===== config.mk =====
export PLATFORM = sky130hd
export DESIGN_NAME = instr_fetch_flat
export DESIGN_NICKNAME = d
export VERILOG_FILES = /design/src/rtl/instr_fetch_if.sv /design/src/rtl/instr_fetch.sv /design/src/flat_wrapper.sv
export SDC_FILE = /design/constraint.sdc
export NUM_CORES = 1
export LEC_CHECK = 0
export BUFFER_PORTS_ARGS = -buffer_cell sky130_fd_sc_hd__buf_4
export CORE_MARGIN = 2
export CORE_UTILIZATION = 40
export DETAILED_ROUTE_END_ITERATION = 16
export MAX_ROUTING_LAYER = met4
export PLACE_DENSITY = 0.74
export SYNTH_ARGS = -nofsm -noshare
export SYNTH_HDL_FRONTEND = slang
export SYNTH_SLANG_ARGS = --single-unit
export TNS_END_PERCENT = 50

===== constraint.sdc =====
create_clock -name clk -period 4 [get_ports clk]
set_input_delay 0.4 -clock clk [delete_from_list [all_inputs] [get_ports clk]]
set_output_delay 0.4 -clock clk [all_outputs]
set_load 0.005 [all_outputs]

===== src/rtl/instr_fetch_if.sv =====
`default_nettype none
// ============================================================================
// Module   : instr_fetch_if
// Purpose  : Instruction-memory read bus between the fetch unit and memory.
// Revision : 1.0 - initial release
// ============================================================================
interface instr_fetch_if;
    logic       imem_req;
    logic [7:0] imem_addr;
    logic       imem_ack;
    logic [7:0] imem_data;

    modport master (
        output imem_req,
        output imem_addr,
        input  imem_ack,
        input  imem_data
    );

    modport slave (
        input  imem_req,
        input  imem_addr,
        output imem_ack,
        output imem_data
    );
endinterface
`default_nettype wire


===== src/rtl/instr_fetch.sv =====
`default_nettype none
// ============================================================================
// Module   : instr_fetch
// Purpose  : Fetch/issue FSM with PC update, stall hold and ack timeout.
// Revision : 1.0 - initial release
// ============================================================================
module instr_fetch #(
    parameter logic [7:0] RESET_PC    = 8'h00,
    parameter int         ACK_TIMEOUT = 15
) (
    input  logic          clk,
    input  logic          rst_n,
    instr_fetch_if.master imem,
    input  logic          stall,
    input  logic          branch,
    input  logic          zero,
    output logic [7:0]    instr,
    output logic [1:0]    op,
    output logic          instr_valid,
    output logic [7:0]    pc,
    output logic          fetch_err
);

    localparam int c_CNT_W = (ACK_TIMEOUT < 2) ? 1 : $clog2(ACK_TIMEOUT + 1);
    localparam logic [c_CNT_W-1:0] c_CNT_LAST = c_CNT_W'(ACK_TIMEOUT - 1);
    localparam logic [c_CNT_W-1:0] c_CNT_MAX  = c_CNT_W'(ACK_TIMEOUT);
    localparam logic [c_CNT_W-1:0] c_CNT_ONE  = c_CNT_W'(1);

    localparam logic [2:0] c_ST_RST   = 3'd0;
    localparam logic [2:0] c_ST_FETCH = 3'd1;
    localparam logic [2:0] c_ST_WAIT  = 3'd2;
    localparam logic [2:0] c_ST_ISSUE = 3'd3;
    localparam logic [2:0] c_ST_ERR   = 3'd4;

    logic [2:0]         r_state;
    logic [7:0]         r_pc;
    logic [7:0]         r_instr;
    logic [c_CNT_W-1:0] r_cnt;
    logic               r_fetchErr;

    logic [7:0]         w_immExt;
    logic               w_taken;
    logic [7:0]         w_nextPc;

    // Immediate is a signed 2-bit offset relative to pc+1
    assign w_immExt = {{6{r_instr[1]}}, r_instr[1:0]};
    assign w_taken  = branch & zero;
    assign w_nextPc = r_pc + 8'd1 + (w_taken ? w_immExt : 8'd0);

    always_ff @(posedge clk or negedge rst_n) begin
        if (!rst_n) begin
            r_state    <= c_ST_RST;
            r_pc       <= RESET_PC;
            r_instr    <= 8'h00;
            r_cnt      <= '0;
            r_fetchErr <= 1'b0;
        end else begin
            case (r_state)
                c_ST_RST: begin
                    r_state <= c_ST_FETCH;
                end
                c_ST_FETCH: begin
                    r_state <= c_ST_WAIT;
                    r_cnt   <= '0;
                end
                c_ST_WAIT: begin
                    if (imem.imem_ack) begin
                        r_instr <= imem.imem_data;
                        r_state <= c_ST_ISSUE;
                    end else if (r_cnt >= c_CNT_LAST) begin
                        r_state    <= c_ST_ERR;
                        r_fetchErr <= 1'b1;
                    end else if (r_cnt != c_CNT_MAX) begin
                        r_cnt <= r_cnt + c_CNT_ONE;
                    end
                end
                c_ST_ISSUE: begin
                    if (!stall) begin
                        r_pc    <= w_nextPc;
                        r_state <= c_ST_FETCH;
                    end
                end
                c_ST_ERR: begin
                    r_state <= c_ST_ERR;
                end
                default: begin
                    r_state <= c_ST_RST;
                end
            endcase
        end
    end

    assign imem.imem_req  = (r_state == c_ST_FETCH) || (r_state == c_ST_WAIT);
    assign imem.imem_addr = r_pc;
    assign instr          = r_instr;
    assign op             = r_instr[7:6];
    assign instr_valid    = (r_state == c_ST_ISSUE);
    assign pc             = r_pc;
    assign fetch_err      = r_fetchErr;

endmodule
`default_nettype wire

===== src/flat_wrapper.sv =====
// flat-port wrapper written by rule: the top's interface ports become plain ports
module instr_fetch_flat 
#(
    parameter logic [7:0] RESET_PC    = 8'h00,
    parameter int         ACK_TIMEOUT = 15
)
  (clk, rst_n, stall, branch, zero, instr, op, instr_valid, pc, fetch_err, imem_imem_req, imem_imem_addr, imem_imem_ack, imem_imem_data);
  instr_fetch_if imem_i ();
  input  logic clk;
  input  logic rst_n;
  input  logic stall;
  input  logic branch;
  input  logic zero;
  output logic [7:0] instr;
  output logic [1:0] op;
  output logic instr_valid;
  output logic [7:0] pc;
  output logic fetch_err;
  output wire logic [$bits(imem_i.imem_req)-1:0] imem_imem_req;
  output wire logic [$bits(imem_i.imem_addr)-1:0] imem_imem_addr;
  input wire logic [$bits(imem_i.imem_ack)-1:0] imem_imem_ack;
  input wire logic [$bits(imem_i.imem_data)-1:0] imem_imem_data;
  assign imem_imem_req = imem_i.imem_req;
  assign imem_imem_addr = imem_i.imem_addr;
  assign imem_i.imem_ack = imem_imem_ack;
  assign imem_i.imem_data = imem_imem_data;
  instr_fetch #(.RESET_PC(RESET_PC), .ACK_TIMEOUT(ACK_TIMEOUT)) u_core (.clk(clk), .rst_n(rst_n), .imem(imem_i), .stall(stall), .branch(branch), .zero(zero), .instr(instr), .op(op), .instr_valid(instr_valid), .pc(pc), .fetch_err(fetch_err));
endmodule

# [Yosys cells after proc, flatten, opt, wreduce, memory -nomap -nowiden]
# Index checks and enable logic that the tools add are counted.
[op_classes] reduce_logical=8 magnitude_cmp=1 n_bitwise=3 n_addsub=3 eq_ne=10 mux=9
[op_table] cell="3-bit one-hot mux with 5 select lines" n=1
[op_table] cell="4-bit two-way mux" n=3
[op_table] cell="3-bit two-way mux" n=3
[op_table] cell="8-bit by 1-bit adder with 8-bit output, second input constant" n=1
[op_table] cell="8-bit adder" n=1
[op_table] cell="8-bit two-way mux" n=1
[op_table] cell="4-bit one-hot mux with 2 select lines" n=1
[op_table] cell="3-bit by 2-bit == test with 1-bit output, second input constant" n=2
[op_table] cell="2-bit != test, second input constant" n=3
[op_table] cell="2-bit AND reduction" n=3
[op_table] cell="4-bit by 1-bit adder with 4-bit output, second input constant" n=1
[op_table] cell="4-bit >= comparator, second input constant" n=1
[op_table] cell="4-bit != test, second input constant" n=1
[op_table] cell="4-bit AND reduction" n=1
[op_table] cell="3-bit by 1-bit == test with 1-bit output, second input constant" n=1
[op_table] cell="3-bit == test, second input constant" n=1
[op_table] cell="3-bit logical NOT" n=1
[op_table] cell="3-bit by 2-bit != test with 1-bit output, second input constant" n=1
[op_table] cell="3-bit AND reduction" n=1
[op_table] cell="2-bit by 1-bit != test with 1-bit output, second input constant" n=1
[op_table] cell="1-bit inverter" n=2
[op_table] cell="2-bit nonzero test" n=1
[op_table] cell="1-bit AND" n=1
[op_table] cell="1-bit logical OR" n=1
[totals] reg_bits=24 elab_cells=39 in_bits=14

# [Logic depth before layout (Yosys ltp)]
# Gate-level depths: netlist of run 1.
[logic_depth] ltp_word=5 mapped_depth=8 ltp_nobuf=8

# [Least setup slack after synthesis of run 1]
# No wires, ideal clock.
[synth_path] kind="register -> register" from="reg u_core.r_instr[0] (netlist: u_core.instr[0])" to="reg u_core.r_pc[2] (netlist: u_core.imem.imem_addr[2])" t_arrival_ps=1511 setup_slack_ps=2410 period_less_slack_ps=1590 setup_ps=79 stages_incl_launch_ff=8 path_cell_list="dfrtp_1 -> nand3_1 -> ha_1 -> inv_1 -> ha_1 -> or3_1 -> a21oi_1 -> xor2_1"
[synth_via] elab_chain_len=2
[synth_rtl] item="start, declared" line_no="instr_fetch.sv:37" text="logic [7:0] r_instr;"
[synth_rtl] item="start signal, assigned" line_no="instr_fetch.sv:68" text="r_instr <= imem.imem_data;"
[synth_rtl] item="8-bit two-way mux" line_no="instr_fetch.sv:48" text="assign w_nextPc = r_pc + 8'd1 + (w_taken ? w_immExt : 8'd0);"
[synth_rtl] item="8-bit adder" line_no="instr_fetch.sv:48"
[synth_rtl] item="end signal, assigned" line_no="instr_fetch.sv:79" text="r_pc <= w_nextPc;"
[synth_rtl] item="end, declared" line_no="instr_fetch.sv:36" text="logic [7:0] r_pc;"
# Every way passes these cells.
# A chain may end at the register's enable or synchronous reset.

# [Worst setup path after layout of run 1]
[layout_path] from="reg u_core.r_state[1]" to="out imem_imem_req"
[layout_via] elab_chain_len=2 elab_cells_between_ends=3
[layout_rtl] item="start, declared" line_no="instr_fetch.sv:35" text="logic [2:0] r_state;"
[layout_rtl] item="start signal, assigned" line_no="instr_fetch.sv:52" text="r_state <= c_ST_RST;"
[layout_rtl] item="start signal, assigned" line_no="instr_fetch.sv:60" text="r_state <= c_ST_FETCH;"
[layout_rtl] item="start signal, assigned" line_no="instr_fetch.sv:63" text="r_state <= c_ST_WAIT;"
[layout_rtl] item="3-bit by 1-bit == test with 1-bit output or 3-bit by 2-bit == test with 1-bit output (tied branches)" line_no="instr_fetch.sv:93" text="assign imem.imem_req = (r_state == c_ST_FETCH) || (r_state == c_ST_WAIT);"
[layout_rtl] item="1-bit logical OR (*)" line_no="instr_fetch.sv:93"
[layout_rtl] item="end, declared" line_no="flat_wrapper.sv:19" text="output wire logic [$bits(imem_i.imem_req)-1:0] imem_imem_req;"
# Mark *: on every way between the ends. The rest lies on a longest branch, timed or not.

==> flow_summary.json, run 1 <==
{
  "instances_no_fill": 212,
  "area_delta_synth_final_pct": 21.3,
  "power.density_nw_per_um2": 680,
  "path_max_fanout": 13,
  "start_util": 0.419,
  "setup_viol": 0,
  "crit_arrival_ns": 1.40,
  "grt_first_pass_wirelength_um": 4570,
  "clockBufferDepth": 2,
  "synth_ff_type": "dfrtp_1",
  "worst_r2r_path_depth": 4,
  "core_um2": 3360,
  "finalCritPeriodShare": 0.451,
  "start_kind": "flip-flop",
  "grt_pass1_vias": 1009,
  "overflow": 0,
  "final_util": 0.509,
  "insertion_delay_ns": 0.32,
  "postCtsSetupBuffers": 0,
  "met1_usage": 0.178,
  "max_freq_ghz": 0.555,
  "post-route-drc-count": 0,
  "cp.depth": 3,
  "busiest_layer": "met2",
  "maxCapViolCount": 0,
  "die_h_um": 63.4,
  "crit_type": "reg2out",
  "maxSlewHeadroom": 0.657,
  "crit_slowest_cell": "dfrtp_1",
  "fin_nets": 185,
  "async_flop_share": 1.00,
  "p_leak_nw": 0.814,
  "routed_wl_um": 2710,
  "drive_gt1_frac": 0.361,
  "worst_pin_slew_ns": 0.514,
  "ir_worst_vdd_v": 0.000276,
  "hp-class": "in2reg",
  "antenna_found_initial": 0,
  "path_clk_slew_ns": 0.13,
  "antenna_cells": 0,
  "ant_nets": 0,
  "path_cells": "nand2_1, a21oi_1, buf_4",
  "rsz0062_at_grt": "false",
  "syn_inst": 134,
  "fillCellCount": 313,
  "hold_viol": 0,
  "dieArea_um2": 4020,
  "routabilityCongestion": 0.877,
  "critPathBufInv": 1,
  "detail_route.first_pass.iterations": 4,
  "use_met2": 0.238,
  "dp_slack_ns": 2.19,
  "ys_seq_elements": 24,
  "wire_per_inst_um": 12.8,
  "endpoint_kind": "primary output",
  "critPathMaxStageDelay_ns": 0.64,
  "first_iter_violations": 51,
  "final_cell_mix": "buf_4, dfrtp_1, nor2_1",
  "clock_skew_ns": 0.00757,
  "synth_edf_count": 0,
  "synth_cell_types": 37,
  "finalInstanceArea_um2": 1710,
  "mostFrequentLayoutCell": "buf_4",
  "worst_slack_ns": 2.20,
  "placed_area_um2": 1660,
  "yosysSeqAreaShare": 0.426,
  "grt_use_total": 0.144,
  "clk_root_buffer_cell": "clkbuf_4",
  "status": "completed",
  "vias": 1065,
  "numCtsBuffers": 3,
  "rows": 21,
  "slew_violations": 0,
  "yosysTopAreaCellShare": 0.426,
  "avgSynthCellArea_um2": 10.5,
  "syn_area_um2": 1410,
  "setup_tns_ns": 0,
  "cp.required_ns": 3.60,
  "yosys_warnings": 0,
  "clock-sinks": 24,
  "grt_max_degree": 25,
  "yosys.area.top_type": "dfrtp_1",
  "io_buffer_count": 42,
  "cts_tree": "built",
  "syn-num-nets": 152,
  "synth_area_leaders": "dfrtp_1, mux2_4, buf_4",
  "use_met3": 0.0286,
  "htree_levels": 1,
  "io_pins": 43,
  "dieWidth_um": 63.4,
  "dp_hpwl_um": 2030,
  "whs_path_depth": 2,
  "cp_top_family": "flip-flops",
  "avgViaCountPerCell": 5.02,
  "fin_crit_ns": 1.80,
  "dpl.cell_count": 207
}
-- stage by stage --
stage / total power, mW / hold slack [ns]
floorplan: 0.834 / 0.104
global placement: 1.03 / 0.314
detailed placement: 1.04 / 0.323
CTS: 1.17 / 0.298
global route: 1.25 / 0.280
finish: 1.16 / 0.299
-- power by group --
group | total, mW | leakage, nW | internal [mW] | switching (mW)
Clock | 0.128 | 0.0210 | 0.0556 | 0.0725
Combinational | 0.548 | 0.491 | 0.338 | 0.210
Sequential | 0.487 | 0.301 | 0.339 | 0.148
Total | 1.16 | 0.814 | 0.733 | 0.430
-- area by class of cell --
cell class	instances	area (um^2)	share of cell area
Tap cell	46	57.6	0.0337
Sequential cell	24	601	0.351
Inverter	4	15.0	0.00878
Multi-Input combinational cell	91	676	0.395
Timing Repair Buffer	43	325	0.190
Clock buffer	4	36.3	0.0212
-- kinds of logic after synthesis --
| family | count (synthesis) | share of synthesized area |
|---|---|---|
| AOI/OAI and AO/OA | 19 | 0.0887 |
| xor gates and xnor gates | 7 | 0.0435 |
| adders and majority gates | 4 | 0.0355 |
| buffers and inverters | 19 | 0.0949 |
| DFF | 24 | 0.426 |
| muxes | 9 | 0.0932 |
| and+or+nand+nor | 52 | 0.218 |
-- path summary, 6_finish.rpt --
path	slack (ns)	endpoint	start
max	2.20	imem_imem_req	u_core.r_state[1]
min	0.30	u_core.instr[6]	imem_imem_data[6]
max reg2reg	2.23	u_core.instr[2]	u_core.r_state[1]
min reg2reg	0.48	u_core.fetch_err	u_core.fetch_err
max in group asynchronous	3.26	u_core.r_state[0]	rst_n
min in group asynchronous	0.50	u_core.imem.imem_addr[3]	rst_n
-- state kept, by name, indices dropped and copies added (netlist names) --
signal	count
u_core.r_cnt	4
u_core.fetch_err	1
u_core.r_state	3
u_core.instr	8
u_core.imem.imem_addr	8
-- synth_stat cells (2+ instances only) --
cell type	n
dfrtp_1	24
buf_4	10
nor2_1	10
nand2_1	9
a21oi_1	8
mux2_4	8
nor3_1	8
nand3_1	6
nand2b_1	5
ha_1	4
inv_1	4
xor2_1	4
buf_6	3
xnor2_1	3
and2_1	2
buf_2	2
nand4_1	2
o21ai_0	2
o311ai_0	2
-- timing repair --
action                                 4_1_cts  5_1_grt
endpoints found under the hold margin       24        0
hold buffers                                 1        0
gates resized for setup                      0        0
-- worst reg2reg max path, delay by kind of cell (launching register included) --
family        cells  cell delay (ns)
flops             1             0.64
simple gates      3             0.70
mux               1             0.35
-- layer usage --
layer  part of all wire  routed length, um  vias to the layer above
met5                  0                  0                        -
li1                   -                  -                      524
met1               0.44               1200                      500
met2               0.48               1320                       37
met3              0.060                162                        4
met4              0.012                 33                        0
Power figures use the tool's default switching activity.
==> run 2: changes to the inputs <==
- clock period: 4 -> 1.71 ns (I/O delays scaled with it)
==> flow_summary.json, run 2 (synthesis results as in run 1) <==
{
  "p_leak_nw": 0.854,
  "dp_hpwl_um": 2320,
  "area_delta_synth_final_pct": 27.2,
  "whs_path_depth": 2,
  "grt_max_degree": 25,
  "rows": 21,
  "start_util": 0.419,
  "io_buffer_count": 42,
  "fin_crit_ns": 1.62,
  "io_pins": 43,
  "path_clk_slew_ns": 0.14,
  "fin_nets": 192,
  "max_freq_ghz": 0.618,
  "mostFrequentLayoutCell": "buf_4",
  "pwr-share-comb": 0.523,
  "clkPwrFrac": 0.104,
  "ir_worst_vdd_v": 0.000753,
  "finalCritPeriodShare": 0.947,
  "power.density_nw_per_um2": 1630,
  "clockBufferDepth": 2,
  "hp-class": "in2reg",
  "p_int_mw": 1.82,
  "p_sw_mw": 1.10,
  "grt_pass1_vias": 1130,
  "slew_violations": 0,
  "first_iter_violations": 28,
  "clock-sinks": 24,
  "antenna_cells": 0,
  "final_cell_mix": "buf_4, dfrtp_1, nor2_1",
  "crit_type": "reg2reg",
  "ant_nets": 0,
  "worst_r2r_path_depth": 7,
  "start_kind": "flip-flop",
  "cp.required_ns": 1.96,
  "final_util": 0.533,
  "clock_skew_ns": 0.00530,
  "finalInstanceArea_um2": 1790,
  "maxSlewHeadroom": 0.732,
  "crit_arrival_ns": 1.87,
  "overflow": 0,
  "grt_use_total": 0.160,
  "fillCellCount": 309,
  "grt_first_pass_wirelength_um": 4980,
  "maxCapViolCount": 0,
  "detail_route.first_pass.iterations": 4,
  "insertion_delay_ns": 0.31,
  "fin_hold_ws_ns": 0.0744,
  "routabilityCongestion": 0.798,
  "dieArea_um2": 4020,
  "antenna_found_initial": 0,
  "path_cells": "nand3_1, ha_2, inv_2, ha_4, or3_4, a21oi_2, xor2_1",
  "core_um2": 3360,
  "pwr-share-seq": 0.372,
  "dieWidth_um": 63.4,
  "wire_per_inst_um": 14.1,
  "placed_area_um2": 1700,
  "htree_levels": 1,
  "p_sw_frac": 0.377,
  "die_h_um": 63.4,
  "routed_wl_um": 3090,
  "endpoint_kind": "flip-flop",
  "vias": 1135,
  "cts_tree": "built",
  "avgViaCountPerCell": 5.18,
  "path_max_fanout": 4,
  "status": "completed",
  "clk_root_buffer_cell": "clkbuf_4",
  "critPathMaxStageDelay_ns": 0.40,
  "numCtsBuffers": 3,
  "post-route-drc-count": 0,
  "worst_pin_slew_ns": 0.399,
  "drive_gt1_frac": 0.422,
  "setup_viol": 0,
  "crit_slowest_cell": "dfrtp_1",
  "hold_viol": 0
}
[run 2: through the flow]
stage	setup slack, ns	instances	power, mW	setup TNS [ns]
5_1_grt	-0.00704	219	3.14	-0.00704
3_3_place_gp	0.0822	212	2.45	0
4_1_cts	0.00900	218	2.86	0
2_1_floorplan	0.120	134	1.95	0
6_report	0.0906	219	2.93	0
3_5_place_dp	0.0206	212	2.54	0
[run 2: critical path, delay by kind of cell (launching register included)]
kind / cells / cell delay (ns)
flip-flops: 1 / 0.40
AO/OA/AOI/OAI: 1 / 0.15
buffers and inverters: 1 / 0.06
XOR/XNOR: 1 / 0.14
AND/OR/NAND/NOR: 2 / 0.45
adder cells (fa/ha/maj): 2 / 0.36
[run 2: power groups by stage]
stage / combinational [mW] / sequential, mW / clock (mW)
finish: 1.53 / 1.09 / 0.305
global route: 1.67 / 1.13 / 0.335
CTS: 1.46 / 1.09 / 0.309
detailed placement: 1.43 / 1.11 / 0
global placement: 1.37 / 1.08 / 0
floorplan: 0.900 / 1.05 / 0
[run 2: what timing repair did]
item                       in CTS  in global routing
hold endpoints to repair       24                  0
setup endpoints to repair       1                  3
pin swaps                       0                  1
hold buffers                    1                  0
gates resized for setup         0                  7
setup buffers                   1                  1
[run 2: routing by layer]
layer,vias to the layer above,part of all wire,GRT usage
li1,537,-,-
met1,548,0.42,0.178
met2,42,0.51,0.288
met3,8,0.054,0.0304
met4,0,0.012,0.0489
met5,-,0,-
[run 2: final timing paths]
kind                              startpoint                  endpoint  slack [ns]
max                          u_core.instr[0]  u_core.imem.imem_addr[2]        0.09
min                        imem_imem_data[6]           u_core.instr[6]        0.07
max reg2reg                  u_core.instr[0]  u_core.imem.imem_addr[2]        0.09
min reg2reg                 u_core.fetch_err          u_core.fetch_err        0.48
max in group asynchronous              rst_n           u_core.r_cnt[3]        1.20
min in group asynchronous              rst_n  u_core.imem.imem_addr[3]        0.27
[run 2: final cells by class]
type | instances | area (um^2) | area share
well taps | 46 | 57.6 | 0.0321
flip-flops and latches | 24 | 601 | 0.335
clock buffers | 4 | 36.3 | 0.0202
multi-input cells | 91 | 707 | 0.394
repair buffers | 50 | 378 | 0.211
inverters | 4 | 15.0 | 0.00837
==> run 3: changes to the inputs <==
- CORE_UTILIZATION: 40 -> 50
- PLACE_DENSITY: 0.74 -> 0.87
==> flow_summary.json, run 3 (synthesis results as in run 1) <==
{
  "avgViaCountPerCell": 5.57,
  "dieWidth_um": 57.1,
  "instances_no_fill": 204,
  "dpl.cell_count": 196,
  "pwr-share-comb": 0.510,
  "p_leak_nw": 0.863,
  "clock_skew_ns": 0.0190,
  "wire_per_inst_um": 14.9,
  "grt_max_degree": 25,
  "worstSetupEndpoint": "u_core.imem.imem_addr[2]",
  "crit_slowest_cell": "dfrtp_1",
  "rsz0062_at_grt": "false",
  "die_h_um": 57.1,
  "r2r-end": "u_core.imem.imem_addr[2]",
  "routabilityCongestion": 0.912,
  "critPathMaxStageDelay_ns": 0.42,
  "cp_top_family": "simple AND/OR/NAND/NOR gates",
  "numCtsBuffers": 3,
  "max_freq_ghz": 0.621,
  "reg2reg_slack_ns": 0.1,
  "antenna_found_initial": 0,
  "path_cells": "nand3_2, ha_4, inv_2, ha_4, or3_4, a21oi_2, xor2_1",
  "power.total_mw": 3.08,
  "p_sw_frac": 0.364,
  "rr_startpoint": "u_core.instr[0]",
  "worst_r2r_path_depth": 7,
  "critPathBufInv": 1,
  "dp_hpwl_um": 2150,
  "finalInstanceArea_um2": 1810,
  "insertion_delay_ns": 0.33,
  "crit_path_frequent_cell": "ha_4",
  "cp.depth": 7,
  "hp-class": "in2reg",
  "hold_viol": 0,
  "grt_first_pass_wirelength_um": 4880,
  "clockBufferDepth": 2,
  "fin_crit_ns": 1.61,
  "first_iter_violations": 29,
  "crit_type": "reg2reg",
  "cts_tree": "built",
  "start_kind": "flip-flop",
  "fin_nets": 192,
  "routed_wl_um": 3040,
  "io_buffer_count": 42,
  "p_sw_mw": 1.12,
  "dp_slack_ns": 0.0151,
  "finalCritPeriodShare": 0.942,
  "whs_path_depth": 2,
  "io_pins": 43,
  "maxCapViolCount": 0,
  "grt_pass1_vias": 1085,
  "power.density_nw_per_um2": 1700,
  "detail_route.first_pass.iterations": 4,
  "maxSlewHeadroom": 0.746,
  "worst_slack_ns": 0.0999,
  "path_clk_slew_ns": 0.15,
  "clkPwrFrac": 0.137,
  "clk_root_buffer_cell": "clkbuf_4",
  "p_int_mw": 1.95,
  "core_um2": 2710,
  "clock-sinks": 24,
  "path_max_fanout": 4,
  "grt_use_total": 0.201,
  "placed_area_um2": 1680,
  "rows": 19,
  "slew_violations": 0,
  "post-route-drc-count": 0,
  "ir_worst_vdd_v": 0.00111,
  "fillCellCount": 209,
  "start_util": 0.520,
  "worst_pin_slew_ns": 0.377,
  "drive_gt1_frac": 0.428,
  "antenna_cells": 0,
  "setup_tns_ns": 0,
  "crit_arrival_ns": 1.88,
  "status": "completed",
  "mostFrequentLayoutCell": "buf_4",
  "htree_levels": 1,
  "final_util": 0.667,
  "vias": 1137,
  "pwr-share-seq": 0.353,
  "area_delta_synth_final_pct": 28.1,
  "dieArea_um2": 3260,
  "setup_viol": 0,
  "cp-startpoint": "u_core.instr[0]",
  "endpoint_kind": "flip-flop",
  "final_cell_mix": "buf_4, dfrtp_1, nor2_1",
  "fin_hold_ws_ns": 0.0555,
  "cp.required_ns": 1.98,
  "ant_nets": 0,
  "overflow": 0
}
[run 3: worst min-delay path by stage]
stage / end / slack, ns / from
after floorplan: u_core.fetch_err / -0.12 / rst_n
after global placement: u_core.imem.imem_addr[3] / 0.08 / rst_n
after detailed placement: u_core.imem.imem_addr[0] / 0.08 / rst_n
after CTS: u_core.instr[7] / 0.05 / imem_imem_data[7]
after global routing: u_core.instr[7] / 0.02 / imem_imem_data[7]
final: u_core.instr[7] / 0.06 / imem_imem_data[7]
[run 3: cell type report]
type / instances / area [um^2] / area share
multi-input combinational: 91 / 722 / 0.400
sequential: 24 / 601 / 0.332
timing repair buffer: 50 / 378 / 0.209
tap: 31 / 38.8 / 0.0215
clock inverter: 1 / 30.0 / 0.0166
clock buffer: 3 / 22.5 / 0.0125
inverter: 4 / 15.0 / 0.00831
[run 3: power by group through the flow]
stage / clock network [mW] / registers (mW) / logic (mW)
floorplan: 0 / 1.05 / 0.900
detailed placement: 0 / 1.10 / 1.43
global placement: 0 / 1.07 / 1.37
finish: 0.420 / 1.09 / 1.57
global route: 0.456 / 1.12 / 1.71
CTS: 0.423 / 1.08 / 1.49
[run 3: per-layer routing]
layer  vias to the layer above  GRT usage  wire length (um)
met5                         -          -                 0
met4                         0     0.0698                34
met3                         5     0.0499               180
met2                        41      0.345              1550
met1                       554      0.227              1270
li1                        537          -                 -
[run 3: worst reg2reg max path, delay by kind of cell (launching register included)]
| family | cells | cell delay, ns |
|---|---|---|
| AO/OA/AOI/OAI | 1 | 0.15 |
| XOR/XNOR | 1 | 0.16 |
| adder cells (fa/ha/maj) | 2 | 0.31 |
| buffers and inverters | 1 | 0.05 |
| flip-flops | 1 | 0.42 |
| AND/OR/NAND/NOR | 2 | 0.46 |
[run 3: what timing repair did]
item                                    CTS  global route
endpoints found under the setup margin    1             3
hold buffers                              1             0
hold endpoints to repair                 24             0
gates resized for setup                   0             9
pin swaps                                 0             3
cloned                                    0             0
setup buffers                             2             1
